<file path="config.mk">
export PLATFORM = sky130hd
export DESIGN_NAME = zc_conditioner
export DESIGN_NICKNAME = d
export VERILOG_FILES = /design/src/rtl/zc_pkg.sv /design/src/rtl/zc_debounce.sv /design/src/rtl/zc_conditioner.sv
export SDC_FILE = /design/constraint.sdc
export NUM_CORES = 1
export LEC_CHECK = 0
export ABC_AREA = 1
export CORE_ASPECT_RATIO = 1.2
export CORE_UTILIZATION = 50
export CTS_CLUSTER_DIAMETER = 200
export DETAILED_ROUTE_END_ITERATION = 10
export PLACE_DENSITY = 0.88
export REMOVE_ABC_BUFFERS = 1
export SYNTH_ARGS = -nofsm -noshare
export SYNTH_HDL_FRONTEND = slang
export SYNTH_SLANG_ARGS = --single-unit
</file>
<file path="constraint.sdc">
create_clock -name clk -period 4.9 [get_ports clk]
set_input_delay 0.98 -clock clk [delete_from_list [all_inputs] [get_ports clk]]
set_output_delay 0.98 -clock clk [all_outputs]
set_load 0.005 [all_outputs]
</file>
<file path="src/rtl/zc_pkg.sv">
// Shared definitions for the zero-cross conditioner: FSM state codes and lock depth.
package zc_pkg;

  typedef logic [2:0] state_t;

  localparam state_t S_IDLE  = 3'd0;
  localparam state_t S_FIRST = 3'd1;
  localparam state_t S_ACQ   = 3'd2;
  localparam state_t S_LOCK  = 3'd3;
  localparam state_t S_FAULT = 3'd4;

  localparam int LOCK_N = 4;
  localparam int GOOD_W = 3;

endpackage

</file>
<file path="src/rtl/zc_debounce.sv">
// Synchroniser, debounce filter, edge detect and optional glitch counter for the
// raw zero-cross input. Macro ZC_GLITCH_CNT_EN builds the rejected-glitch counter.
module zc_debounce #(
  parameter int FILT_W = 8
) (
  input  logic              clk,
  input  logic              rst,
  input  logic              raw_in,
  input  logic [FILT_W-1:0] filt_len,
  input  logic              clr_glitch,
  output logic              sig_out,
  output logic              sig_edge,
  output logic [7:0]        glitch_cnt
);

  logic              sync_a;
  logic              sync_b;
  logic              sig_d;
  logic [FILT_W-1:0] fcnt;

  always_ff @(posedge clk or negedge rst) begin
    if (!rst) begin
      sync_a  <= 1'b0;
      sync_b  <= 1'b0;
      sig_out <= 1'b0;
      sig_d   <= 1'b0;
      fcnt    <= '0;
    end else begin
      sync_a <= raw_in;
      sync_b <= sync_a;
      sig_d  <= sig_out;
      if (sync_b != sig_out) begin
        // >= keeps the filter from stalling if filt_len is lowered mid-count
        if (fcnt >= filt_len) begin
          sig_out <= ~sig_out;
          fcnt    <= '0;
        end else begin
          fcnt <= fcnt + FILT_W'(1);
        end
      end else begin
        fcnt <= '0;
      end
    end
  end

  assign sig_edge = sig_out ^ sig_d;

`ifdef ZC_GLITCH_CNT_EN
  always_ff @(posedge clk or negedge rst) begin
    if (!rst) begin
      glitch_cnt <= '0;
    end else if (clr_glitch) begin
      glitch_cnt <= '0;
    end else if ((fcnt != '0) && (sync_b == sig_out) && (glitch_cnt != 8'hFF)) begin
      glitch_cnt <= glitch_cnt + 8'd1;
    end
  end
`else
  logic unused_clr_glitch;
  assign unused_clr_glitch = clr_glitch;
  assign glitch_cnt        = '0;
`endif

endmodule

</file>
<file path="src/rtl/zc_conditioner.sv">
// Zero-cross conditioner top: debounced square wave, half-period measurement in
// prescaled ticks, lock/fault FSM. Optional glitch counter via ZC_GLITCH_CNT_EN.
//
// state   | meaning
// S_IDLE  | disabled, counters held clear
// S_FIRST | waiting for first edge (partial period, not measured)
// S_ACQ   | measuring, counting consecutive in-range half-periods
// S_LOCK  | locked, any bad half-period or timeout faults
// S_FAULT | sticky fault until ctrl[1]
module zc_conditioner
  import zc_pkg::*;
#(
  parameter int PRESCALE = 40,
  parameter int CNT_W    = 16,
  parameter int FILT_W   = 8
) (
  input  logic              clk,
  input  logic              rst,
  input  logic [7:0]        ctrl,
  input  logic              raw_in,
  input  logic [FILT_W-1:0] filt_len,
  input  logic [CNT_W-1:0]  per_min,
  input  logic [CNT_W-1:0]  per_max,
  output logic              sig_out,
  output logic [CNT_W-1:0]  half_per,
  output logic              per_valid,
  output logic              lock,
  output logic              freq_fault,
  output logic [7:0]        glitch_cnt
);

  localparam int PS_W = (PRESCALE > 1) ? $clog2(PRESCALE) : 1;

  state_t              state;
  state_t              state_n;
  logic [GOOD_W-1:0]   good_cnt;
  logic [GOOD_W-1:0]   good_n;
  logic [PS_W-1:0]     pcnt;
  logic [CNT_W-1:0]    pc;
  logic                en;
  logic                fclr;
  logic                sig_edge;
  logic                tick;
  logic                in_range;
  logic                timeout;
  logic                measure;
  logic                hold_clr;
  logic                unused_ctrl;

  assign en          = ctrl[0];
  assign fclr        = ctrl[1];
  assign unused_ctrl = ^ctrl[7:2];

  zc_debounce #(.FILT_W(FILT_W)) u_debounce (
    .clk        (clk),
    .rst        (rst),
    .raw_in     (raw_in),
    .filt_len   (filt_len),
    .clr_glitch (state == S_IDLE),
    .sig_out    (sig_out),
    .sig_edge   (sig_edge),
    .glitch_cnt (glitch_cnt)
  );

  // Dropping enable clears the timebase on the same clock the FSM returns to idle
  assign hold_clr = !en || (state == S_IDLE);
  assign tick     = (pcnt == PS_W'(PRESCALE - 1));
  assign in_range = (pc >= per_min) && (pc <= per_max);
  assign timeout  = !sig_edge && (pc > per_max);
  assign measure  = en && sig_edge && ((state == S_ACQ) || (state == S_LOCK));

  always_ff @(posedge clk or negedge rst) begin
    if (!rst) begin
      pcnt      <= '0;
      pc        <= '0;
      half_per  <= '0;
      per_valid <= 1'b0;
    end else begin
      per_valid <= measure;
      if (measure) begin
        half_per <= pc;
      end
      if (hold_clr || tick) begin
        pcnt <= '0;
      end else begin
        pcnt <= pcnt + PS_W'(1);
      end
      if (hold_clr || sig_edge) begin
        pc <= '0;
      end else if (tick && (pc != '1)) begin
        pc <= pc + CNT_W'(1);
      end
    end
  end

  always_comb begin
    state_n = state;
    good_n  = good_cnt;
    if (!en) begin
      state_n = S_IDLE;
      good_n  = '0;
    end else begin
      case (state)
        S_IDLE: begin
          state_n = S_FIRST;
          good_n  = '0;
        end
        S_FIRST: begin
          if (sig_edge) state_n = S_ACQ;
        end
        S_ACQ: begin
          if (sig_edge) begin
            if (in_range) begin
              good_n = good_cnt + GOOD_W'(1);
              if (good_cnt == GOOD_W'(LOCK_N - 1)) state_n = S_LOCK;
            end else begin
              good_n = '0;
            end
          end else if (timeout) begin
            good_n = '0;
          end
        end
        S_LOCK: begin
          if ((sig_edge && !in_range) || timeout) state_n = S_FAULT;
        end
        S_FAULT: begin
          if (fclr) begin
            state_n = S_FIRST;
            good_n  = '0;
          end
        end
        default: begin
          state_n = S_IDLE;
          good_n  = '0;
        end
      endcase
    end
  end

  always_ff @(posedge clk or negedge rst) begin
    if (!rst) begin
      state      <= S_IDLE;
      good_cnt   <= '0;
      lock       <= 1'b0;
      freq_fault <= 1'b0;
    end else begin
      state      <= state_n;
      good_cnt   <= good_n;
      lock       <= (state_n == S_LOCK);
      freq_fault <= (state_n == S_FAULT);
    end
  end

endmodule

</file>
==> results of run 1 <==
-- through the flow --
| step | cell area [sq um] | worst slack [ns] | instances | total power, mW | hold WS, ns |
|---|---|---|---|---|---|
| 5_1_grt | 4670 | 2.02 | 656 | 1.31 | 0.361 |
| 3_3_place_gp | 4510 | 1.93 | 640 | 0.852 | 0.335 |
| 2_1_floorplan | 3760 | 2.72 | 485 | 0.752 | 0.331 |
| 4_1_cts | 4670 | 2.19 | 656 | 1.24 | 0.351 |
| 3_5_place_dp | 4510 | 1.85 | 640 | 0.871 | 0.336 |
| 6_report | 4670 | 2.13 | 656 | 1.23 | 0.349 |
-- layout by cell type (no fill, tap or decap), types with 4 or more instances in the layout --
cell,synthesis,layout
xor2_1,5,5
nand3_1,30,30
nor3_1,17,17
nand2_1,99,99
inv_1,88,88
ha_1,45,45
nand4_1,5,5
conb_1,1,8
clkinv_2,0,5
clkdlybuf4s50_1,0,63
nor2_1,45,45
clkbuf_8,0,9
o21ai_0,15,15
dfrtp_1,59,59
nor3b_1,4,4
o21ai_1,9,9
a21oi_1,28,28
-- final cells by class --
| cell class | instances | area, sq um | share of cell area, % |
|---|---|---|---|
| multi-input combinational | 334 | 1930 | 41.3 |
| sequential | 59 | 1480 | 31.6 |
| clock buffer | 10 | 128 | 2.73 |
| timing repair buffer | 65 | 643 | 13.8 |
| inverter | 92 | 348 | 7.45 |
| tap | 90 | 113 | 2.41 |
| clock inverter | 6 | 32.5 | 0.696 |
-- kinds of logic after synthesis --
logic type | count (synthesis)
other cells | 1
xor+xnor | 7
flops | 59
simple gates | 212
fa+ha+maj | 45
compound gates | 61
mux | 1
buf+inv | 106
-- sequential cells by signal (all words and copies together), names as in the netlist, 3 cells and up --
register and flops:
pcnt 6, pc 16, state 3, good_cnt 3, half_per 16, u_debounce.fcnt 8
-- critical path: stages --
cell and delay (ns):
clkdlybuf4s50_1 0.63, inv_1 0.13, a21oi_1 0.21, inv_1 0.11, nor2_2 0.41, inv_1 0.27, a21oi_1 0.18, o21a_1 0.13
-- final timing paths --
kind                                endpoint  slack [ns]  cells past startpoint
min in group asynchronous        half_per[5]        0.78                      2
max reg2reg                      half_per[7]        2.79                      6
max in group asynchronous              pc[2]        3.62                      2
min                        u_debounce.sync_b        0.35                      0
max                                   pc[13]        2.13                      8
min reg2reg                u_debounce.sync_b        0.35                      0
-- power groups by stage --
| stage | Sequential, mW | Clock [mW] | Combinational (mW) |
|---|---|---|---|
| after CTS | 0.551 | 0.372 | 0.314 |
| after global placement | 0.558 | 0 | 0.295 |
| final | 0.551 | 0.366 | 0.314 |
| after floorplan | 0.555 | 0 | 0.197 |
| after global routing | 0.555 | 0.401 | 0.356 |
| after detailed placement | 0.560 | 0 | 0.311 |
-- metal layers --
metal	vias up	routed length (microns)	part of all wire, %	track usage [%]
met2	95	4490	53	41.6
li1	1698	-	-	-
met3	20	357	4.2	5.23
met1	1646	3400	40	25.2
met5	-	0	0	0
met4	0	197	2.3	9.85
==> flow_metrics.py, run 1 <==
metrics = {
    "yosys": {
        "yosysUniqueCellTypes": 34,
        "yosysWarnings": 0,
        "synth-simple-area-share_pct": 24.6,
        "async_reset_ff_share_pct": 100,
        "synth-seq-area-share_pct": 38.5,
        "synth_largest_area_cell": "dfrtp_1",
        "yosysMostFrequentCell": "nand2_1",
        "synth_fa_ha_area_share_pct": 14.7,
        "synth.area.top_cells": "dfrtp_1 39%, ha_1 15%, nand2_1 9.7%",
        "synthesis.area_sq_um": 3830,
        "synth_mux_area_share_pct": 0.294,
        "ys_ff_latch": 59,
        "synth_compound_area_share_pct": 8.49,
        "synthCells": 492,
        "synth_edf_count": 0,
        "synth_ff_type": "dfrtp_1",
        "yosys.area_share.xor_xnor_pct": 1.60,
        "synth_top_family_by_area": "simple AND/OR/NAND/NOR gates",
        "yosysTopAreaCellShare_pct": 38.5,
        "synth.avg_cell_area_sq_um": 7.78,
        "synthTopCellsByCount": "99 x nand2_1, 88 x inv_1, 59 x dfrtp_1, 45 x ha_1, 45 x nor2_1",
    },
    "timing": {
        "drv_slew": 0,
        "finalCritPeriodShare_pct": 56.4,
        "clock_skew_ns": 0.00736,
        "rsz0062_at_grt": "false",
        "worstMarginPinSlew_ns": 0.947,
        "max_freq_ghz": 0.362,
        "fin_tns_setup_ns": 0,
        "finalHoldViolations": 0,
        "setup_viol": 0,
        "post-route-min-period_ns": 2.77,
        "relSlewSlack_pct": 36.7,
    },
    "clock_network": {
        "hold_buffers": 0,
        "cts_root_buf": "clkbuf_8",
        "ctsHtreeMaxLevel": 3,
        "cts_buffer_depth": 2,
        "clk_pin_slew_ns": 0.06,
        "cts.sinks": 59,
        "postCtsSetupBuffers": 0,
        "clk_latency_ns": 0.34,
        "cts_resized": 0,
        "numCtsBuffers": 9,
        "cts_tree": "yes",
    },
    "route": {
        "vias_per_cell": 5.27,
        "wl_microns": 8440,
        "vias": 3459,
        "wl_per_cell_microns": 12.9,
        "drt_first_iter_violations": 245,
        "drc_errors": 0,
        "dr.pass1.iters": 5,
        "ant_nets": 0,
    },
    "place": {
        "detailed_place_hpwl_microns": 6620,
        "gp_congestion": 0.904,
        "io_buffers": 64,
    },
    "setup_path": {
        "cp.arrival_ns": 3.04,
        "r2r-start": "u_debounce.sig_out",
        "crit_type": "in2reg",
        "crit_required_ns": 5.17,
        "cp-end-kind": "flip-flop",
        "cp_max_fo": 12,
        "start_kind": "primary input",
        "setup.worst_path.start": "ctrl[0]",
    },
    "cells_and_area": {
        "antenna-diode-count": 0,
        "area.growth.synth_to_final_pct": 22.0,
        "fillers": 600,
        "fin_nets": 657,
        "drive_gt1_share_pct": 5.65,
        "utilization_pct": 63.9,
    },
    "status": {
        "outcome": "finished clean",
    },
    "power": {
        "switching_power_uw": 407,
        "combPwrFrac_pct": 25.5,
        "powerDensity_nw_per_um2": 264,
        "pwr-share-seq_pct": 44.8,
        "p_leak_nw": 2.46,
        "internal-power_uw": 824,
        "peakVddDrop_mv": 0.162,
        "swShare_pct": 33.1,
        "p_clk_share_pct": 29.7,
    },
    "global_route": {
        "grt_pass1_vias": 3545,
        "antenna_found_initial": 0,
        "grt_start_max_net_pins": 60,
        "gr-total-overflow": 0,
        "grt_pass1_wl_microns": 14400,
        "grt_usage_pct": 23.2,
    },
    "job": {
        "cap_violations": 0,
    },
    "floorplanning": {
        "die_w_microns": 81.9,
        "die-area_sq_um": 8020,
        "start_util_pct": 52.3,
        "fp.coreArea_sq_um": 7320,
        "ioPinCount": 79,
        "num_rows": 34,
        "die_h_microns": 97.9,
    },
    "min_path": {
        "hold_class": "reg2reg",
        "min_from": "u_debounce.sync_a",
    },
}
No activity file was read; power rests on OpenSTA's default activity.
==> run 2, diff against run 1 <==
--- a/config.mk
+++ b/config.mk
@@ -7,10 +7,10 @@
 export LEC_CHECK = 0
 export ABC_AREA = 1
 export CORE_ASPECT_RATIO = 1.2
-export CORE_UTILIZATION = 50
+export CORE_UTILIZATION = 47
 export CTS_CLUSTER_DIAMETER = 200
 export DETAILED_ROUTE_END_ITERATION = 10
-export PLACE_DENSITY = 0.88
+export PLACE_DENSITY = 0.87
 export REMOVE_ABC_BUFFERS = 1
 export SYNTH_ARGS = -nofsm -noshare
 export SYNTH_HDL_FRONTEND = slang
==> constraint.sdc (replaced) <==
create_clock -name clk -period 2.41 [get_ports clk]
set_input_delay 0.482 -clock clk [delete_from_list [all_inputs] [get_ports clk]]
set_output_delay 0.482 -clock clk [all_outputs]
set_load 0.005 [all_outputs]
==> flow_metrics.py, run 2 (same netlist as run 1, synthesis figures left out) <==
metrics = {
    "cells_and_area": {
        "drive_gt1_share_pct": 5.81,
        "utilization_pct": 60.9,
        "fin_cells": 660,
        "fin_nets": 660,
        "fillers": 651,
        "multi_input_area_sq_um": 1930,
        "reg_top3": "half_per (16), pc (16), u_debounce.fcnt (8)",
        "antenna-diode-count": 0,
        "area.growth.synth_to_final_pct": 23.8,
        "regArea_sq_um": 1480,
        "most-common-layout-cells": "99 x nand2_1, 88 x inv_1, 63 x clkdlybuf4s50_1",
        "mostFrequentLayoutCell": "nand2_1",
    },
    "floorplanning": {
        "die-area_sq_um": 8520,
        "ioPinCount": 79,
        "fp.coreArea_sq_um": 7790,
        "die_w_microns": 84.4,
        "num_rows": 35,
        "die_h_microns": 101,
        "start_util_pct": 49.1,
    },
    "timing": {
        "finalHoldViolations": 0,
        "post-route-min-period_ns": 2.14,
        "setup_viol": 0,
        "clock_skew_ns": 0.00487,
        "worstMarginPinSlew_ns": 0.580,
        "relSlewSlack_pct": 61.3,
        "finalCritPeriodShare_pct": 88.8,
        "rsz0062_at_grt": "false",
        "drv_slew": 0,
        "max_freq_ghz": 0.467,
    },
    "clock_network": {
        "clk_pin_slew_ns": 0.06,
        "cts.sinks": 59,
        "cts_tree": "yes",
        "postCtsSetupBuffers": 0,
        "ctsHtreeMaxLevel": 3,
        "hold_buffers": 0,
        "cts_resized": 0,
        "cts_root_buf": "clkbuf_8",
        "numCtsBuffers": 9,
        "cts_buffer_depth": 2,
        "clk_latency_ns": 0.34,
    },
    "route": {
        "drc_errors": 6,
        "dr.pass1.iters": 8,
        "vias_per_cell": 5.23,
        "wl_per_cell_microns": 12.8,
        "vias": 3455,
        "wl_microns": 8430,
        "ant_nets": 0,
        "drt_first_iter_violations": 196,
    },
    "place": {
        "placedCellCount": 645,
        "gp_congestion": 0.925,
        "io_buffers": 64,
        "detailed_place_hpwl_microns": 6540,
    },
    "min_path": {
        "hold_class": "in2async",
    },
    "global_route": {
        "grt_start_max_net_pins": 37,
        "grt_usage_pct": 21.2,
        "gr-total-overflow": 0,
        "grt_pass1_wl_microns": 14400,
        "grt_pass1_vias": 3440,
        "antenna_found_initial": 0,
    },
    "setup_path": {
        "worst_r2r_path_depth": 11,
        "cp-end-kind": "flip-flop",
        "cp.arrival_ns": 2.42,
        "crit_required_ns": 2.69,
        "r2r_setup_slack_ns": 0.40,
        "r2r-start": "pc[7]",
        "cp_max_fo": 5,
        "start_kind": "primary input",
        "r2r_end": "good_cnt[1]",
        "crit_type": "in2reg",
    },
    "power": {
        "powerDensity_nw_per_um2": 565,
        "peakVddDrop_mv": 0.333,
        "p_leak_nw": 2.49,
    },
    "status": {
        "outcome": "complete, but fails checks",
        "violations": "DRC",
    },
    "job": {
        "cap_violations": 0,
    },
}
==> run 2: worst max-delay path: stages <==
cell	delay, ns
clkdlybuf4s50_1	0.45
inv_1	0.04
ha_1	0.28
nand2_1	0.09
nor3_1	0.31
nand3_1	0.11
nand2_1	0.20
nand2_1	0.07
nor2_1	0.22
nand2_1	0.08
nand2_1	0.08
==> run 2: routing by layer <==
| layer | up-vias | GRT usage [%] | wire length [microns] |
|---|---|---|---|
| li1 | 1707 | - | - |
| met1 | 1605 | 23.7 | 3400 |
| met2 | 118 | 39.5 | 4360 |
| met3 | 25 | 3.93 | 447 |
| met4 | 0 | 9.26 | 223 |
| met5 | - | 0 | 0 |
==> run 2: area by class of cell <==
| class | count | area share [%] |
|---|---|---|
| multi-input cells | 334 | 40.7 |
| flip-flops and latches | 59 | 31.1 |
| repair buffers | 68 | 14.3 |
| inverters | 92 | 7.33 |
| clock buffers | 13 | 3.35 |
| well taps | 92 | 2.43 |
| clock inverters | 2 | 0.739 |
==> run 2: stage by stage <==
step                setup WS, ns  hold WS [ns]  power (mW)  cell area, sq um  setup TNS, ns
global route               0.150         0.166        2.84              4740              0
global placement          0.0295         0.335        1.75              4550              0
floorplan                  0.688         0.186        1.53              3760              0
CTS                        0.288         0.149        2.68              4740              0
finish                     0.269         0.135        2.68              4740              0
detailed placement       -0.0533         0.357        1.79              4550         -0.171
==> run 2: where the power goes <==
group	leakage (nW)	switching (mW)	internal, mW
sequential	0.813	0.0612	1.06
combinational	1.58	0.392	0.266
clock	0.0995	0.371	0.527
==> run 2: how the worst max path moves through the flow <==
| stage | slack (ns) | endpoint | from |
|---|---|---|---|
| floorplan | 0.69 | half_per[11] | u_debounce.sig_out |
| global placement | 0.03 | lock | per_max[15] |
| finish | 0.27 | good_cnt[1] | per_max[15] |
| detailed placement | -0.05 | good_cnt[1] | per_max[15] |
| CTS | 0.29 | good_cnt[1] | per_max[15] |
| global route | 0.15 | good_cnt[1] | per_max[15] |
